`src/rtl/mem_access_seq_pkg.sv`:
```
// mem_seq_pkg: shared definitions for the memory access sequencer.
//   - op codes, size codes, FSM state enum
//   - trap codes
//   - RAM_OpCode field layout
//   - misalignment helper
package mem_seq_pkg;

    typedef enum logic [1:0] {
        OP_FETCH = 2'b00,
        OP_LOAD  = 2'b01,
        OP_STORE = 2'b10,
        OP_RSVD  = 2'b11
    } op_e;

    typedef enum logic [1:0] {
        SZ_BYTE = 2'b00,
        SZ_HALF = 2'b01,
        SZ_WORD = 2'b10,
        SZ_RSVD = 2'b11
    } size_e;

    typedef enum logic [2:0] {
        IDLE,
        LOAD_MAR,
        ACCESS,
        CAPTURE,
        DONE,
        TRAP
    } state_e;

    localparam logic [2:0] TT_NONE     = 3'd0;
    localparam logic [2:0] TT_MISALIGN = 3'd1;
    localparam logic [2:0] TT_TIMEOUT  = 3'd2;

    // RAM_OpCode = {2'b00, signed, write, size[1:0]}
    typedef struct packed {
        logic [1:0] rsvd;
        logic       sgn;
        logic       write;
        logic [1:0] size;
    } ram_opcode_t;

    // Bytes are always aligned; halfwords need addr[0]=0; word (and the
    // reserved size code) need both low bits clear.
    function automatic logic misaligned(input size_e sz, input logic [1:0] a);
        case (sz)
            SZ_BYTE: return 1'b0;
            SZ_HALF: return a[0];
            default: return (a != 2'b00);
        endcase
    endfunction

endpackage

```
`src/rtl/mem_access_seq_if.sv`:
```
// mem_access_seq_if: request/RAM-control bundle between the control unit,
// the RAM and the sequencer.
//   master: drives req/op/size/ld_signed/addr_low/MFC, observes strobes.
//   slave : the sequencer; consumes the request, drives all strobes/status.
interface mem_access_seq_if;
    logic       req;
    logic [1:0] op;
    logic [1:0] size;
    logic       ld_signed;
    logic [1:0] addr_low;
    logic       MFC;
    logic       MAR_Enable;
    logic       RAM_enable;
    logic [5:0] RAM_OpCode;
    logic       IR_Enable;
    logic       MDR_Enable;
    logic       MDR_Mux_select;
    logic       busy;
    logic       done;
    logic       trap_valid;
    logic [2:0] trap_tt;

    modport master (
        output req, op, size, ld_signed, addr_low, MFC,
        input  MAR_Enable, RAM_enable, RAM_OpCode, IR_Enable, MDR_Enable,
               MDR_Mux_select, busy, done, trap_valid, trap_tt
    );

    modport slave (
        input  req, op, size, ld_signed, addr_low, MFC,
        output MAR_Enable, RAM_enable, RAM_OpCode, IR_Enable, MDR_Enable,
               MDR_Mux_select, busy, done, trap_valid, trap_tt
    );
endinterface

```
`src/rtl/mem_timeout_counter.sv`:
```
// mem_timeout_counter: counts ACCESS cycles spent waiting for MFC.
//   Clk/Clr : clock, async active-high reset
//   clr     : synchronous clear (dominates en)
//   en      : increment
//   tc      : count has reached TIMEOUT-1
module mem_timeout_counter #(
    parameter int TIMEOUT = 15
) (
    input  logic Clk,
    input  logic Clr,
    input  logic clr,
    input  logic en,
    output logic tc
);
    localparam int CW = $clog2(TIMEOUT);

    logic [CW-1:0] cnt_q, cnt_d;

    always_comb begin
        cnt_d = cnt_q;
        if (clr)     cnt_d = '0;
        else if (en) cnt_d = cnt_q + CW'(1);
    end

    always_ff @(posedge Clk or posedge Clr) begin
        if (Clr) cnt_q <= '0;
        else     cnt_q <= cnt_d;
    end

    assign tc = (cnt_q == CW'(TIMEOUT - 1));
endmodule

```
`src/rtl/mem_access_seq.sv`:
```
// mem_access_seq: turns one fetch/load/store request into MAR load, RAM
// strobe, MFC wait and IR/MDR capture, ending in a done or trap pulse.
//   Clk/Clr : clock, async active-high reset
//   bus     : mem_access_seq_if.slave (request in, RAM/datapath strobes out)
// All outputs are decoded from registered state and latched fields only.
module mem_access_seq
    import mem_seq_pkg::*;
#(
    parameter int TIMEOUT = 15
) (
    input  logic               Clk,
    input  logic               Clr,
    mem_access_seq_if.slave    bus
);
    state_e      state_q, state_d;
    op_e         op_q, op_d;
    size_e       size_q, size_d;
    logic        sgn_q, sgn_d;
    logic [2:0]  tt_q, tt_d;
    logic        cnt_clr, cnt_en, cnt_tc;
    ram_opcode_t opcode;

    // Clearing whenever we are outside ACCESS guarantees a zero count on
    // every entry into ACCESS.
    mem_timeout_counter #(.TIMEOUT(TIMEOUT)) u_tmo (
        .Clk (Clk),
        .Clr (Clr),
        .clr (cnt_clr),
        .en  (cnt_en),
        .tc  (cnt_tc)
    );

    always_comb begin
        state_d = state_q;
        op_d    = op_q;
        size_d  = size_q;
        sgn_d   = sgn_q;
        tt_d    = tt_q;
        cnt_clr = (state_q != ACCESS);
        cnt_en  = 1'b0;
        case (state_q)
            IDLE: if (bus.req) begin
                state_d = LOAD_MAR;
                tt_d    = TT_NONE;
                // Reserved op behaves as a load; fetch is always a word.
                case (op_e'(bus.op))
                    OP_FETCH: op_d = OP_FETCH;
                    OP_STORE: op_d = OP_STORE;
                    default:  op_d = OP_LOAD;
                endcase
                size_d = (op_e'(bus.op) == OP_FETCH) ? SZ_WORD : size_e'(bus.size);
                sgn_d  = bus.ld_signed &&
                         (op_e'(bus.op) == OP_LOAD || op_e'(bus.op) == OP_RSVD);
            end
            LOAD_MAR: begin
                if (misaligned(size_q, bus.addr_low)) begin
                    state_d = TRAP;
                    tt_d    = TT_MISALIGN;
                end else begin
                    state_d = ACCESS;
                end
            end
            ACCESS: begin
                // MFC beats a simultaneous timeout.
                if (bus.MFC) begin
                    state_d = CAPTURE;
                end else if (cnt_tc) begin
                    state_d = TRAP;
                    tt_d    = TT_TIMEOUT;
                end else begin
                    cnt_en = 1'b1;
                end
            end
            CAPTURE: state_d = DONE;
            DONE:    state_d = IDLE;
            TRAP:    state_d = IDLE;
            default: state_d = IDLE;
        endcase
    end

    always_ff @(posedge Clk or posedge Clr) begin
        if (Clr) begin
            state_q <= IDLE;
            op_q    <= OP_FETCH;
            size_q  <= SZ_BYTE;
            sgn_q   <= 1'b0;
            tt_q    <= TT_NONE;
        end else begin
            state_q <= state_d;
            op_q    <= op_d;
            size_q  <= size_d;
            sgn_q   <= sgn_d;
            tt_q    <= tt_d;
        end
    end

    always_comb begin
        opcode.rsvd  = 2'b00;
        opcode.sgn   = sgn_q;
        opcode.write = (op_q == OP_STORE);
        opcode.size  = size_q;

        bus.MAR_Enable     = (state_q == LOAD_MAR);
        bus.RAM_enable     = (state_q == ACCESS) || (state_q == CAPTURE);
        // Opcode only presented while the RAM is strobed; zero otherwise.
        bus.RAM_OpCode     = bus.RAM_enable ? opcode : 6'd0;
        bus.IR_Enable      = (state_q == CAPTURE) && (op_q == OP_FETCH);
        bus.MDR_Enable     = (state_q == CAPTURE) && (op_q == OP_LOAD);
        bus.MDR_Mux_select = (state_q == CAPTURE) && (op_q == OP_LOAD);
        bus.busy           = (state_q != IDLE);
        bus.done           = (state_q == DONE);
        bus.trap_valid     = (state_q == TRAP);
        bus.trap_tt        = tt_q;
    end
endmodule

```
`src/flat_wrapper.sv`:
```
// flat-port wrapper written by rule: the top's interface ports become plain ports
module mem_access_seq_flat import mem_seq_pkg::*;
#(
    parameter int TIMEOUT = 15
)
  (Clk, Clr, bus_req, bus_op, bus_size, bus_ld_signed, bus_addr_low, bus_MFC, bus_MAR_Enable, bus_RAM_enable, bus_RAM_OpCode, bus_IR_Enable, bus_MDR_Enable, bus_MDR_Mux_select, bus_busy, bus_done, bus_trap_valid, bus_trap_tt);
  mem_access_seq_if bus_i ();
  input  logic Clk;
  input  logic Clr;
  input wire logic [$bits(bus_i.req)-1:0] bus_req;
  input wire logic [$bits(bus_i.op)-1:0] bus_op;
  input wire logic [$bits(bus_i.size)-1:0] bus_size;
  input wire logic [$bits(bus_i.ld_signed)-1:0] bus_ld_signed;
  input wire logic [$bits(bus_i.addr_low)-1:0] bus_addr_low;
  input wire logic [$bits(bus_i.MFC)-1:0] bus_MFC;
  output wire logic [$bits(bus_i.MAR_Enable)-1:0] bus_MAR_Enable;
  output wire logic [$bits(bus_i.RAM_enable)-1:0] bus_RAM_enable;
  output wire logic [$bits(bus_i.RAM_OpCode)-1:0] bus_RAM_OpCode;
  output wire logic [$bits(bus_i.IR_Enable)-1:0] bus_IR_Enable;
  output wire logic [$bits(bus_i.MDR_Enable)-1:0] bus_MDR_Enable;
  output wire logic [$bits(bus_i.MDR_Mux_select)-1:0] bus_MDR_Mux_select;
  output wire logic [$bits(bus_i.busy)-1:0] bus_busy;
  output wire logic [$bits(bus_i.done)-1:0] bus_done;
  output wire logic [$bits(bus_i.trap_valid)-1:0] bus_trap_valid;
  output wire logic [$bits(bus_i.trap_tt)-1:0] bus_trap_tt;
  assign bus_i.req = bus_req;
  assign bus_i.op = bus_op;
  assign bus_i.size = bus_size;
  assign bus_i.ld_signed = bus_ld_signed;
  assign bus_i.addr_low = bus_addr_low;
  assign bus_i.MFC = bus_MFC;
  assign bus_MAR_Enable = bus_i.MAR_Enable;
  assign bus_RAM_enable = bus_i.RAM_enable;
  assign bus_RAM_OpCode = bus_i.RAM_OpCode;
  assign bus_IR_Enable = bus_i.IR_Enable;
  assign bus_MDR_Enable = bus_i.MDR_Enable;
  assign bus_MDR_Mux_select = bus_i.MDR_Mux_select;
  assign bus_busy = bus_i.busy;
  assign bus_done = bus_i.done;
  assign bus_trap_valid = bus_i.trap_valid;
  assign bus_trap_tt = bus_i.trap_tt;
  mem_access_seq #(.TIMEOUT(TIMEOUT)) u_core (.Clk(Clk), .Clr(Clr), .bus(bus_i));
endmodule
```
`config.mk`:
```
export PLATFORM = sky130hd
export DESIGN_NAME = mem_access_seq_flat
export DESIGN_NICKNAME = d
export VERILOG_FILES = /design/src/rtl/mem_access_seq_pkg.sv /design/src/rtl/mem_access_seq_if.sv /design/src/rtl/mem_timeout_counter.sv /design/src/rtl/mem_access_seq.sv /design/src/flat_wrapper.sv
export SDC_FILE = /design/constraint.sdc
export NUM_CORES = 1
export LEC_CHECK = 0
export BUFFER_PORTS_ARGS = -buffer_cell sky130_fd_sc_hd__buf_2
export CORE_MARGIN = 2
export CORE_UTILIZATION = 40
export DETAILED_ROUTE_END_ITERATION = 6
export PLACE_DENSITY = 0.66
export SLEW_MARGIN = 20
export SYNTH_ARGS = -nofsm -noshare
export SYNTH_HDL_FRONTEND = slang
export SYNTH_SLANG_ARGS = --single-unit
```
`constraint.sdc`:
```
create_clock -name Clk -period 1.89 [get_ports Clk]
set_input_delay 0.0945 -clock Clk [delete_from_list [all_inputs] [get_ports Clk]]
set_output_delay 0.0945 -clock Clk [all_outputs]
set_load 0.01 [all_outputs]
```
==> summary.txt, run 1 <==
Logic synthesis
  – Share of flip-flops with an asynchronous set or reset after synthesis: 1.00
  – Register area share after synthesis: 0.411
  – Yosys top cell area share: 0.411
  – Most frequent cell after synthesis: sky130_fd_sc_hd__dfrtp_1
  – Cell accounting for the most synthesized area: sky130_fd_sc_hd__dfrtp_1
  – Netlist area before placement: 852 sq um
  – Number of storage elements in the synthesis netlist: 14
  – Average cell area after synthesis: 9.16 sq um
  – Post-synthesis cell count: 93
  – Top flip-flop cell by instance count after synthesis: sky130_fd_sc_hd__dfrtp_1
  – Yosys warning count: 0
  – Post-synthesis cell type count: 37
  – Cell types with the largest area share after synthesis: sky130_fd_sc_hd__dfrtp_1 41%, sky130_fd_sc_hd__o21ai_0 5.9%, sky130_fd_sc_hd__nor2_1 4.4%
  – Number of flops mapped to enable cells by yosys: 0
  – Most instantiated cells after synthesis: 14 x sky130_fd_sc_hd__dfrtp_1, 10 x sky130_fd_sc_hd__nor2_1, 10 x sky130_fd_sc_hd__o21ai_0

Timing
  – Pin slew with the least headroom to its limit: 537 ps
  – Max Slew Vio Count: 0
  – Setup Skew: 0.638 ps
  – Final-report hold violation count: 0
  – Fin crit period: 1720 ps
  – Worst slew slack as a fraction of its limit: 0.642
  – Period utilization: 0.911
  – Unrepaired setup endpoints after global routing: no
  – Highest achievable clock rate: 581 MHz
  – Final-layout setup total negative slack: 0 ps
  – Count of final setup violators: 0

Route
  – Highest metal used: met4
  – Iteration-0 DRC count of the detailed router: 15
  – Detailed route wirelength on metal3: 75 um
  – WL met2: 753 um
  – Number of remaining DRC errors: 0
  – Sum of routed wire length over all layers: 1.65 mm
  – Post-DR wirelength/cell: 11.6 um
  – M1 wire length: 797 um
  – Vias: 703
  – 1st-pass router iterations: 4
  – Ratio of routed vias to standard cells: 4.95
  – Post-route ant nets: 0

Critical path
  – Worst reg2reg path startpoint: u_core.state_q[2]
  – Critical Path Sink Type: output port
  – Cell depth of the worst setup path: 3
  – R2R Setup Slk: 340 ps
  – Setup crit start kind: flop
  – Number of buffer and inverter instances along the worst setup path: 1
  – Arrival @ worst endpoint: 1630 ps
  – Slowest stage cell on the critical path: sky130_fd_sc_hd__dfrtp_1
  – Crit-path leading delay family: simple AND/OR/NAND/NOR gates
  – Required time at the endpoint of the critical path: 1800 ps
  – Depth of the worst register-to-register path: 2
  – Crit path largest cell delay: 490 ps
  – Crit path kind: reg2out
  – Critical-path maximum fanout: 11
  – Crit path cell chain: nor2b_1 -> nor4bb_1 -> buf_2
  – Reg-to-Reg End: u_core.op_q[0]

Finish
  – Antenna diodes: 0
  – Area growth from synthesis to final layout: 16.6%
  – Filler cell count in the final layout: 194
  – Ratio of cells with drive above 1 in the final layout: 0.313
  – Net count of the finished layout: 129
  – Area used by multi-input combinational logic: 420 sq um
  – Sequential Area: 350 sq um

Flow run
  – Maximum capacitance violations: 0

Power and ir drop
  – Post-layout power: 1190 uW
  – Leak pwr: 0.000495 uW
  – IR Drop Worst-Case VDD: 0.540 mV
  – Total power density per cell area: 1190 nW/um^2

Clock network
  – Max clock buf depth: 2
  – Post-CTS Setup Repair Bufs: 0
  – CTS clock-pin slew for the worst setup and hold paths: 90 ps
  – Clock buffer count from CTS: 3
  – Worst skew pair latency: 280 ps
  – TritonCTS clock tree: done
  – CTS-repair resized insts: 0
  – Clock sinks: 14
  – Number of H-tree branching levels: 1
  – Clock tree root driver cell: sky130_fd_sc_hd__clkbuf_4

Die
  – Effective utilization at floorplan: 0.430
  – Area of the die: 2520 sq um
  – Standard-cell rows: 16
  – Die width: 50.2 um
  – Die Span Y: 50.2 um
  – Core region area: 1980 sq um
  – Io pins: 28

Min path
  – Worst hold path stage count: 3
  – Hold WC Path Type: in2reg
  – Hold-critical path endpoint: u_core.sgn_q
  – Min-Delay Startpoint: bus_ld_signed

Global routing
  – Initial antenna violation count: 0
  – Grt total ovfl: 0
  – Largest net degree at the start of global routing: 15
  – Total GRT Usage: 0.136
  – Vias in the first global route: 619
  – Wire length of the first global-routing pass: 2.65 mm

Place
  – Port Buf Inserts: 24
  – Routability congestion estimate from global placement: 0.816
  – Detailed-placement wirelength estimate: 1.25 mm

Run status
  – Outcome: complete, no violations
metrics by stage:
stage | worst slack, ps | utilization | hold WS (ps) | instance area, sq um | std cells
after floorplan | 342 | - | -16.3 | 860 | 95
after global placement | 375 | 0.478 | 172 | 947 | 137
after detailed placement | 362 | 0.478 | 169 | 947 | 137
after CTS | 168 | 0.501 | 60.1 | 993 | 142
after global routing | 39.8 | 0.501 | 62.4 | 993 | 142
final | 168 | 0.501 | 63.3 | 993 | 142
cell families (layout without fill, tap and decap cells):
family / count (synthesis) / in the layout / synth area share
flops: 14 / 14 / 0.411
simple gates: 37 / 37 / 0.256
buf+inv: 15 / 35 / 0.104
xor+xnor: 1 / 1 / 0.0103
other cells: 1 / 3 / 0.00440
mux: 2 / 2 / 0.0294
compound gates: 21 / 21 / 0.156
fa+ha+maj: 2 / 2 / 0.0294
registers in the layout (all words and copies together), names as in the netlist:
name                flops
u_core.bus.trap_tt      2
u_core.op_q             2
u_core.sgn_q            1
u_core.size_q           2
u_core.state_q          3
u_core.u_tmo.cnt_q      4
timing repair:
action,CTS,global route
setup endpoints to repair,0,0
endpoints found under the hold margin,14,0
hold buffers,1,0
worst max-delay path by stage:
stage	from	endpoint	slack (ps)
3_3_place_gp	u_core.state_q[2]	u_core.op_q[0]	370
3_5_place_dp	u_core.state_q[2]	u_core.op_q[0]	360
4_1_cts	u_core.state_q[1]	bus_IR_Enable	170
5_1_grt	u_core.state_q[1]	bus_IR_Enable	40
2_1_floorplan	u_core.state_q[2]	u_core.op_q[0]	340
6_report	u_core.state_q[1]	bus_IR_Enable	170
cell usage in the layout (no fill, tap or decap), drive strengths merged:
cell type	n
buf	24
and3b	1
ha	2
a31o	1
dfrtp	14
mux2	1
xnor2	1
o21ai	10
or4b	1
or3	3
o211ai	2
inv	6
nor4bb	1
or4	1
nor2b	1
dlygate4sd3	1
and4b	1
o31a	1
nand3	2
nand2	6
mux2i	1
clkbuf	4
o311ai	1
nor3b	1
nor3	1
o32ai	1
a21oi	3
a31oi	1
conb	3
o221a	1
and2	3
nor2	10
or3b	3
nand2b	2
routing by layer:
metal  vias to the layer above  global-route usage
met4                         0              0.0694
met1                       320               0.186
met3                         4              0.0179
met2                        21               0.208
li1                        358                   -
met5                         -                   0
area by class of cell:
class,count,area share
clock buffers,4,0.0365
inverters,6,0.0227
multi-input cells,66,0.423
flip-flops and latches,14,0.353
well taps,27,0.0340
repair buffers,25,0.131
worst reg2reg max path: stages, from the launching register on:
cell	delay [ps]
sky130_fd_sc_hd__dfrtp_1	490
sky130_fd_sc_hd__or4b_4	640
sky130_fd_sc_hd__mux2_4	320
power breakdown:
| part | total [uW] | internal, uW | switching, uW |
|---|---|---|---|
| logic | 459 | 224 | 235 |
| clock network | 218 | 117 | 101 |
| registers | 509 | 395 | 113 |
No activity file was read; power rests on OpenSTA's default activity.
==> run 2, diff against run 1 <==
--- a/config.mk
+++ b/config.mk
@@ -5,6 +5,7 @@
 export SDC_FILE = /design/constraint.sdc
 export NUM_CORES = 1
 export LEC_CHECK = 0
+export ABC_AREA = 1
 export BUFFER_PORTS_ARGS = -buffer_cell sky130_fd_sc_hd__buf_2
 export CORE_MARGIN = 2
 export CORE_UTILIZATION = 40
==> summary.txt, run 2 <==
Die
  – Die width: 49.8 um (-0.68%)
  – Effective utilization at floorplan: 0.428 (-0.00199)
  – Standard-cell rows: 16 (unchanged)
  – Die Span Y: 49.8 um (-0.68%)
  – Io pins: 28 (unchanged)
  – Area of the die: 2480 sq um (-1.4%)
  – Core region area: 1960 sq um (-1.0%)

Power and ir drop
  – IR Drop Worst-Case VDD: 0.611 mV (+13%)
  – Post-layout power: 1280 uW (+7.9%)
  – Total power density per cell area: 1270 nW/um^2 (+6.6%)
  – Leak pwr: 0.000565 uW (+14%)

Global routing
  – Total GRT Usage: 0.159 (+0.0234)
  – Initial antenna violation count: 0 (unchanged)
  – Grt total ovfl: 0 (unchanged)
  – Vias in the first global route: 753 (+22%)
  – Wire length of the first global-routing pass: 3.01 mm (+14%)
  – Largest net degree at the start of global routing: 15 (unchanged)

Logic synthesis
  – Register area share after synthesis: 0.417 (+0.00613)
  – Most frequent cell after synthesis: sky130_fd_sc_hd__nand2_1
  – Yosys warning count: 0 (unchanged)
  – Yosys top cell area share: 0.417 (+0.00613)
  – Most instantiated cells after synthesis: 20 x sky130_fd_sc_hd__nand2_1, 17 x sky130_fd_sc_hd__inv_1, 14 x sky130_fd_sc_hd__dfrtp_1
  – Number of flops mapped to enable cells by yosys: 0 (unchanged)
  – Netlist area before placement: 840 sq um (-1.5%)
  – Post-synthesis cell type count: 22 (-41%)
  – Average cell area after synthesis: 7.63 sq um (-17%)
  – Share of flip-flops with an asynchronous set or reset after synthesis: 1.00 (unchanged)
  – Post-synthesis cell count: 110 (+18%)
  – Number of storage elements in the synthesis netlist: 14 (unchanged)
  – Cell accounting for the most synthesized area: sky130_fd_sc_hd__dfrtp_1
  – Cell types with the largest area share after synthesis: sky130_fd_sc_hd__dfrtp_1 42%, sky130_fd_sc_hd__nand2_1 8.9%, sky130_fd_sc_hd__inv_1 7.6%
  – Top flip-flop cell by instance count after synthesis: sky130_fd_sc_hd__dfrtp_1

Route
  – Iteration-0 DRC count of the detailed router: 16 (+1)
  – Post-route ant nets: 0 (unchanged)
  – Sum of routed wire length over all layers: 1.65 mm (-0.18%)
  – Number of remaining DRC errors: 0 (unchanged)
  – Ratio of routed vias to standard cells: 4.62 (-6.7%)
  – Post-DR wirelength/cell: 10.1 um (-13%)
  – Vias: 753 (+7.1%)
  – 1st-pass router iterations: 4 (unchanged)

Clock network
  – Clock tree root driver cell: sky130_fd_sc_hd__clkbuf_4
  – Clock buffer count from CTS: 3 (unchanged)
  – Number of H-tree branching levels: 1 (unchanged)
  – Post-CTS Setup Repair Bufs: 0 (unchanged)
  – CTS clock-pin slew for the worst setup and hold paths: 90 ps (about the same)
  – Clock sinks: 14 (unchanged)
  – Worst skew pair latency: 270 ps (about the same)
  – TritonCTS clock tree: done
  – Max clock buf depth: 2 (unchanged)

Critical path
  – Number of buffer and inverter instances along the worst setup path: 3 (+2)
  – Worst reg2reg path startpoint: u_core.u_tmo.cnt_q[0]
  – Setup crit start kind: flop
  – Critical-path maximum fanout: 7 (-4)
  – Slowest stage cell on the critical path: sky130_fd_sc_hd__dfrtp_1
  – Crit path kind: reg2out
  – Crit path from: u_core.state_q[2]
  – Required time at the endpoint of the critical path: 1800 ps (about the same)
  – Crit path cell chain: inv_2 -> nand2_4 -> nor2_1 -> inv_1 -> nor3_1 -> buf_2
  – Crit path largest cell delay: 420 ps (-70 ps)
  – Arrival @ worst endpoint: 1470 ps (-160 ps)
  – Critical Path Sink Type: output port
  – Crit-path leading delay family: flip-flops

Finish
  – Filler cell count in the final layout: 217 (+12%)
  – Largest reg by FF count: u_core.u_tmo.cnt_q
  – Post-layout instance area: 1010 sq um (+1.3%)
  – Ratio of cells with drive above 1 in the final layout: 0.265 (-0.0483)
  – Area growth from synthesis to final layout: 19.8%
  – Largest registers ranked by flip-flop count: u_core.u_tmo.cnt_q x4, u_core.state_q x3
  – Antenna diodes: 0 (unchanged)
  – Commonest non-fill, non-tap cells in the layout: 24 x sky130_fd_sc_hd__buf_2, 20 x sky130_fd_sc_hd__nand2_1, 17 x sky130_fd_sc_hd__inv_1, 14 x sky130_fd_sc_hd__dfrtp_1
  – Most common cell after layout, fill and taps aside: sky130_fd_sc_hd__buf_2
  – Net count of the finished layout: 150 (+16%)
  – Flip-flop count of the largest register, all copies and words added: 4 (unchanged)

Flow run
  – Maximum capacitance violations: 0 (unchanged)

Place
  – Detailed-placement wirelength estimate: 1.36 mm (+8.7%)
  – Cell area after placement: 960 sq um (+1.3%)
  – Routability congestion estimate from global placement: 0.775 (-5.0%)
  – Port Buf Inserts: 24 (unchanged)

Timing
  – Unrepaired setup endpoints after global routing: no
  – Fin crit period: 1570 ps (-154 ps)
  – Setup Skew: 6.09 ps (+5.45 ps)
  – Count of final setup violators: 0 (unchanged)
  – Pin slew with the least headroom to its limit: 541 ps (+4.33 ps)
  – Final-layout setup total negative slack: 0 ps (unchanged)
  – Highest achievable clock rate: 638 MHz (+9.8%)
  – Final-report hold violation count: 0 (unchanged)
  – Worst slew slack as a fraction of its limit: 0.639 (-0.00289)
  – Period utilization: 0.830 (-0.0814)
  – Max Slew Vio Count: 0 (unchanged)

Min path
  – Hold WC Path Type: in2reg
  – Min-Delay Startpoint: bus_size[1]

Run status
  – Outcome: complete, no violations
-- run 2: routing by layer --
metal,part of all wire,track usage,vias to the layer above
met4,0.0061,0.0694,0
li1,-,-,392
met1,0.44,0.188,338
met5,0,0,-
met2,0.49,0.273,21
met3,0.059,0.0364,2
-- run 2: repair_timing --
action,in CTS,in global routing
resized for setup,0,0
hold endpoints to repair,14,0
hold buffers,1,0
-- run 2: path summary, 6_finish.rpt --
path | to | slack [ps] | cells after the start
setup / recovery | bus_MDR_Enable | 320 | 6
hold / removal | u_core.size_q[1] | 50 | 3
setup reg to reg | u_core.state_q[2] | 560 | 8
hold reg to reg | u_core.bus.trap_tt[0] | 480 | 2
max in group asynchronous | u_core.u_tmo.cnt_q[0] | 1130 | 3
min in group asynchronous | u_core.bus.trap_tt[1] | 400 | 3
-- run 2: worst reg2reg max path, cell delays in order (launching register included) --
cell,delay (ps)
sky130_fd_sc_hd__dfrtp_1,410
sky130_fd_sc_hd__inv_1,100
sky130_fd_sc_hd__ha_1,170
sky130_fd_sc_hd__nand2_1,60
sky130_fd_sc_hd__nor2_1,90
sky130_fd_sc_hd__nor2_1,60
sky130_fd_sc_hd__nand2_1,120
sky130_fd_sc_hd__nand3_1,110
sky130_fd_sc_hd__a21oi_1,130
-- run 2: where the power goes --
group	leakage, uW	internal (uW)	switching [uW]
clock network	0.0000210	117	95.0
registers	0.000184	392	93.2
logic	0.000361	208	374
total	0.000565	717	562
-- run 2: through the flow --
step | cells | setup WS [ps] | util | hold WS [ps]
finish | 163 | 321 | 0.513 | 54.8
floorplan | 112 | 537 | - | -16.3
CTS | 163 | 285 | 0.513 | 43.6
detailed placement | 158 | 549 | 0.489 | 176
global route | 163 | 178 | 0.513 | 71.3
global placement | 158 | 581 | 0.489 | 167
-- run 2: cells by family (layout without fill, tap and decap cells) --
family          Yosys count  in the layout  synth area share
compound gates           14             14            0.0849
fa+ha+maj                 2              2            0.0298
xor+xnor                  1              1            0.0104
other cells               1              3           0.00447
flops                    14             14             0.417
buf+inv                  24             48             0.134
simple gates             54             54             0.319
-- run 2: layout make-up --
class | count | area [sq um] | share of cell area
Multi-Input combinational cell | 74 | 384 | 0.382
Sequential cell | 14 | 350 | 0.348
Timing Repair Buffer | 25 | 130 | 0.129
Inverter | 19 | 71.3 | 0.0709
Clock buffer | 4 | 36.3 | 0.0361
Tap cell | 27 | 33.8 | 0.0336
==> run 3, diff against run 2 <==
--- a/config.mk
+++ b/config.mk
@@ -5,12 +5,12 @@
 export SDC_FILE = /design/constraint.sdc
 export NUM_CORES = 1
 export LEC_CHECK = 0
-export ABC_AREA = 1
+export ABC_AREA = 0
 export BUFFER_PORTS_ARGS = -buffer_cell sky130_fd_sc_hd__buf_2
 export CORE_MARGIN = 2
 export CORE_UTILIZATION = 40
 export DETAILED_ROUTE_END_ITERATION = 6
-export PLACE_DENSITY = 0.66
+export PLACE_DENSITY = 0.68
 export SLEW_MARGIN = 20
 export SYNTH_ARGS = -nofsm -noshare
 export SYNTH_HDL_FRONTEND = slang
==> constraint.sdc (replaced) <==
create_clock -name Clk -period 1.3 [get_ports Clk]
set_input_delay 0.065 -clock Clk [delete_from_list [all_inputs] [get_ports Clk]]
set_output_delay 0.065 -clock Clk [all_outputs]
set_load 0.01 [all_outputs]
==> summary.txt, run 3 (synthesis results as in run 1) <==
Run status
  – Outcome: complete, but fails checks
  – Violated checks: negative setup slack

Global routing
  – Met2 Usage GRT: 0.318 (+0.0446)
  – Vias in the first global route: 832 (+10%)
  – Grt total ovfl: 0 (unchanged)
  – Wire length of the first global-routing pass: 3.67 mm (+22%)
  – Global-route track usage on met1: 0.248 (+0.0604)
  – Total GRT Usage: 0.189 (+0.0297)
  – Met3 usage: 0.0357 (-0.000649)
  – Largest net degree at the start of global routing: 15 (unchanged)
  – Initial antenna violation count: 0 (unchanged)
  – Global routing's busiest layer: met2

Clock network
  – Clock buffer count from CTS: 3 (unchanged)
  – Max clock buf depth: 2 (unchanged)
  – Worst skew pair latency: 280 ps (about the same)
  – Number of H-tree branching levels: 1 (unchanged)
  – Clock sinks: 14 (unchanged)
  – TritonCTS clock tree: done
  – CTS clock-pin slew for the worst setup and hold paths: 90 ps (about the same)
  – Clock tree root driver cell: sky130_fd_sc_hd__clkbuf_4

Place
  – Detailed-placement wirelength estimate: 1.52 mm (+12%)
  – Port Buf Inserts: 24 (unchanged)
  – Routability congestion estimate from global placement: 0.856 (+10%)
  – Cell Count Post-Placement: 152 (-3.8%)
  – Cell area after placement: 1090 sq um (+13%)

Finish
  – Filler cell count in the final layout: 161 (-26%)
  – Area used by multi-input combinational logic: 534 sq um (+39%)
  – Largest registers ranked by flip-flop count: u_core.u_tmo.cnt_q x4, u_core.state_q x3
  – Sequential Area: 350 sq um (unchanged)
  – Commonest non-fill, non-tap cells in the layout: 22 x sky130_fd_sc_hd__buf_2, 14 x sky130_fd_sc_hd__dfrtp_1, 10 x sky130_fd_sc_hd__buf_6, 9 x sky130_fd_sc_hd__buf_4
  – Area growth from synthesis to final layout: 54.0%
  – Largest reg by FF count: u_core.u_tmo.cnt_q
  – Finished Layout Cells: 161 (-1.2%)
  – Antenna diodes: 0 (unchanged)
  – Ratio of cells with drive above 1 in the final layout: 0.537 (+0.273)
  – Net count of the finished layout: 148 (-1.3%)
  – Post-layout instance area: 1310 sq um (+30%)
  – Flip-flop count of the largest register, all copies and words added: 4 (unchanged)
  – Most common cell after layout, fill and taps aside: sky130_fd_sc_hd__buf_2

Critical path
  – Arrival @ worst endpoint: 1660 ps (+190 ps)
  – Setup crit start kind: flop
  – Required time at the endpoint of the critical path: 1470 ps (-330 ps)
  – Depth of the worst register-to-register path: 3 (-5)
  – Crit path kind: reg2reg
  – Critical-path maximum fanout: 3 (-4)
  – Critical Path Sink Type: flop

Route
  – Vias: 816 (+8.4%)
  – 1st-pass router iterations: 4 (unchanged)
  – Iteration-0 DRC count of the detailed router: 18 (+2)
  – Ratio of routed vias to standard cells: 5.07 (+9.7%)
  – Number of remaining DRC errors: 0 (unchanged)
  – Sum of routed wire length over all layers: 2.27 mm (+38%)
  – Post-route ant nets: 0 (unchanged)
  – Post-DR wirelength/cell: 14.1 um (+40%)

Die
  – Die width: 50.2 um (+0.68%)
  – Core region area: 1980 sq um (+1.0%)
  – Area of the die: 2520 sq um (+1.4%)
  – Io pins: 28 (unchanged)
  – Die Span Y: 50.2 um (+0.68%)
  – Standard-cell rows: 16 (unchanged)
  – Effective utilization at floorplan: 0.430 (+0.00199)

Timing
  – Count of final setup violators: 23 (+23)
  – Unrepaired setup endpoints after global routing: yes
  – Least setup slack across all paths after layout: -192 ps (-514 ps)
  – Post-Route Hold Slack: 28.0 ps (-26.8 ps)
  – Max Slew Vio Count: 0 (unchanged)
  – Setup Skew: 3.37 ps (-2.72 ps)
  – Period utilization: 1.15
  – Worst slew slack as a fraction of its limit: 0.624 (-0.0144)
  – Pin slew with the least headroom to its limit: 563 ps (+21.6 ps)
  – Fin crit period: 1490 ps
  – Highest achievable clock rate: 670 MHz
  – Final-report hold violation count: 0 (unchanged)

Power and ir drop
  – IR Drop Worst-Case VDD: 0.914 mV (+50%)
  – Total power density per cell area: 1940 nW/um^2 (+53%)
  – Leak pwr: 0.000630 uW (+11%)

Min path
  – Hold WC Path Type: in2reg
  – Worst hold path stage count: 3 (unchanged)

Flow run
  – Maximum capacitance violations: 0 (unchanged)
[run 3: cell type report]
cell class | instances | area share
repair buffers | 44 | 0.255
flip-flops and latches | 14 | 0.267
well taps | 27 | 0.0257
inverters | 6 | 0.0172
clock buffers | 4 | 0.0276
multi-input cells | 66 | 0.407
[run 3: routing by layer]
layer | up-vias | wire, um
met1 | 401 | 978
met5 | - | 0
met3 | 0 | 75
li1 | 400 | -
met2 | 15 | 1220
met4 | 0 | 0
[run 3: what timing repair did]
item | 4_1_cts | 5_1_grt
buffers inserted | 3 | 1
gates resized for setup | 20 | 19
pin swaps | 4 | 3
hold endpoints to repair | 14 | 0
setup endpoints to repair | 21 | 26
hold buffers | 1 | 0
[run 3: power by group]
group          switching, uW  internal [uW]  leakage, uW
Sequential               131            575     0.000183
Combinational            665            858     0.000426
Clock                    148            170    0.0000210
[run 3: worst paths after layout]
| path | start | end | slack, ps |
|---|---|---|---|
| worst max-delay path | u_core.state_q[2] | u_core.op_q[0] | -190 |
| worst min-delay path | bus_ld_signed | u_core.sgn_q | 30 |
| worst max register to register | u_core.state_q[2] | u_core.op_q[0] | -190 |
| worst min register to register | u_core.sgn_q | u_core.sgn_q | 500 |
| max in group asynchronous | Clr | u_core.bus.trap_tt[1] | 560 |
| min in group asynchronous | Clr | u_core.sgn_q | 370 |
[run 3: per-stage QoR]
step	total power, uW	setup slack (ps)	setup TNS, ps	utilization
2_1_floorplan	1340	-228	-687	-
3_5_place_dp	1740	-77.9	-501	0.549
3_3_place_gp	1700	-67.8	-270	0.549
5_1_grt	2700	-231	-3660	0.662
4_1_cts	2300	-179	-2330	0.617
6_report	2550	-192	-2220	0.662
[run 3: worst max-delay path: stages, from the launching register on]
cell and delay [ps]:
sky130_fd_sc_hd__dfrtp_1 410, sky130_fd_sc_hd__buf_6 130, sky130_fd_sc_hd__or4b_4 540, sky130_fd_sc_hd__mux2_4 310
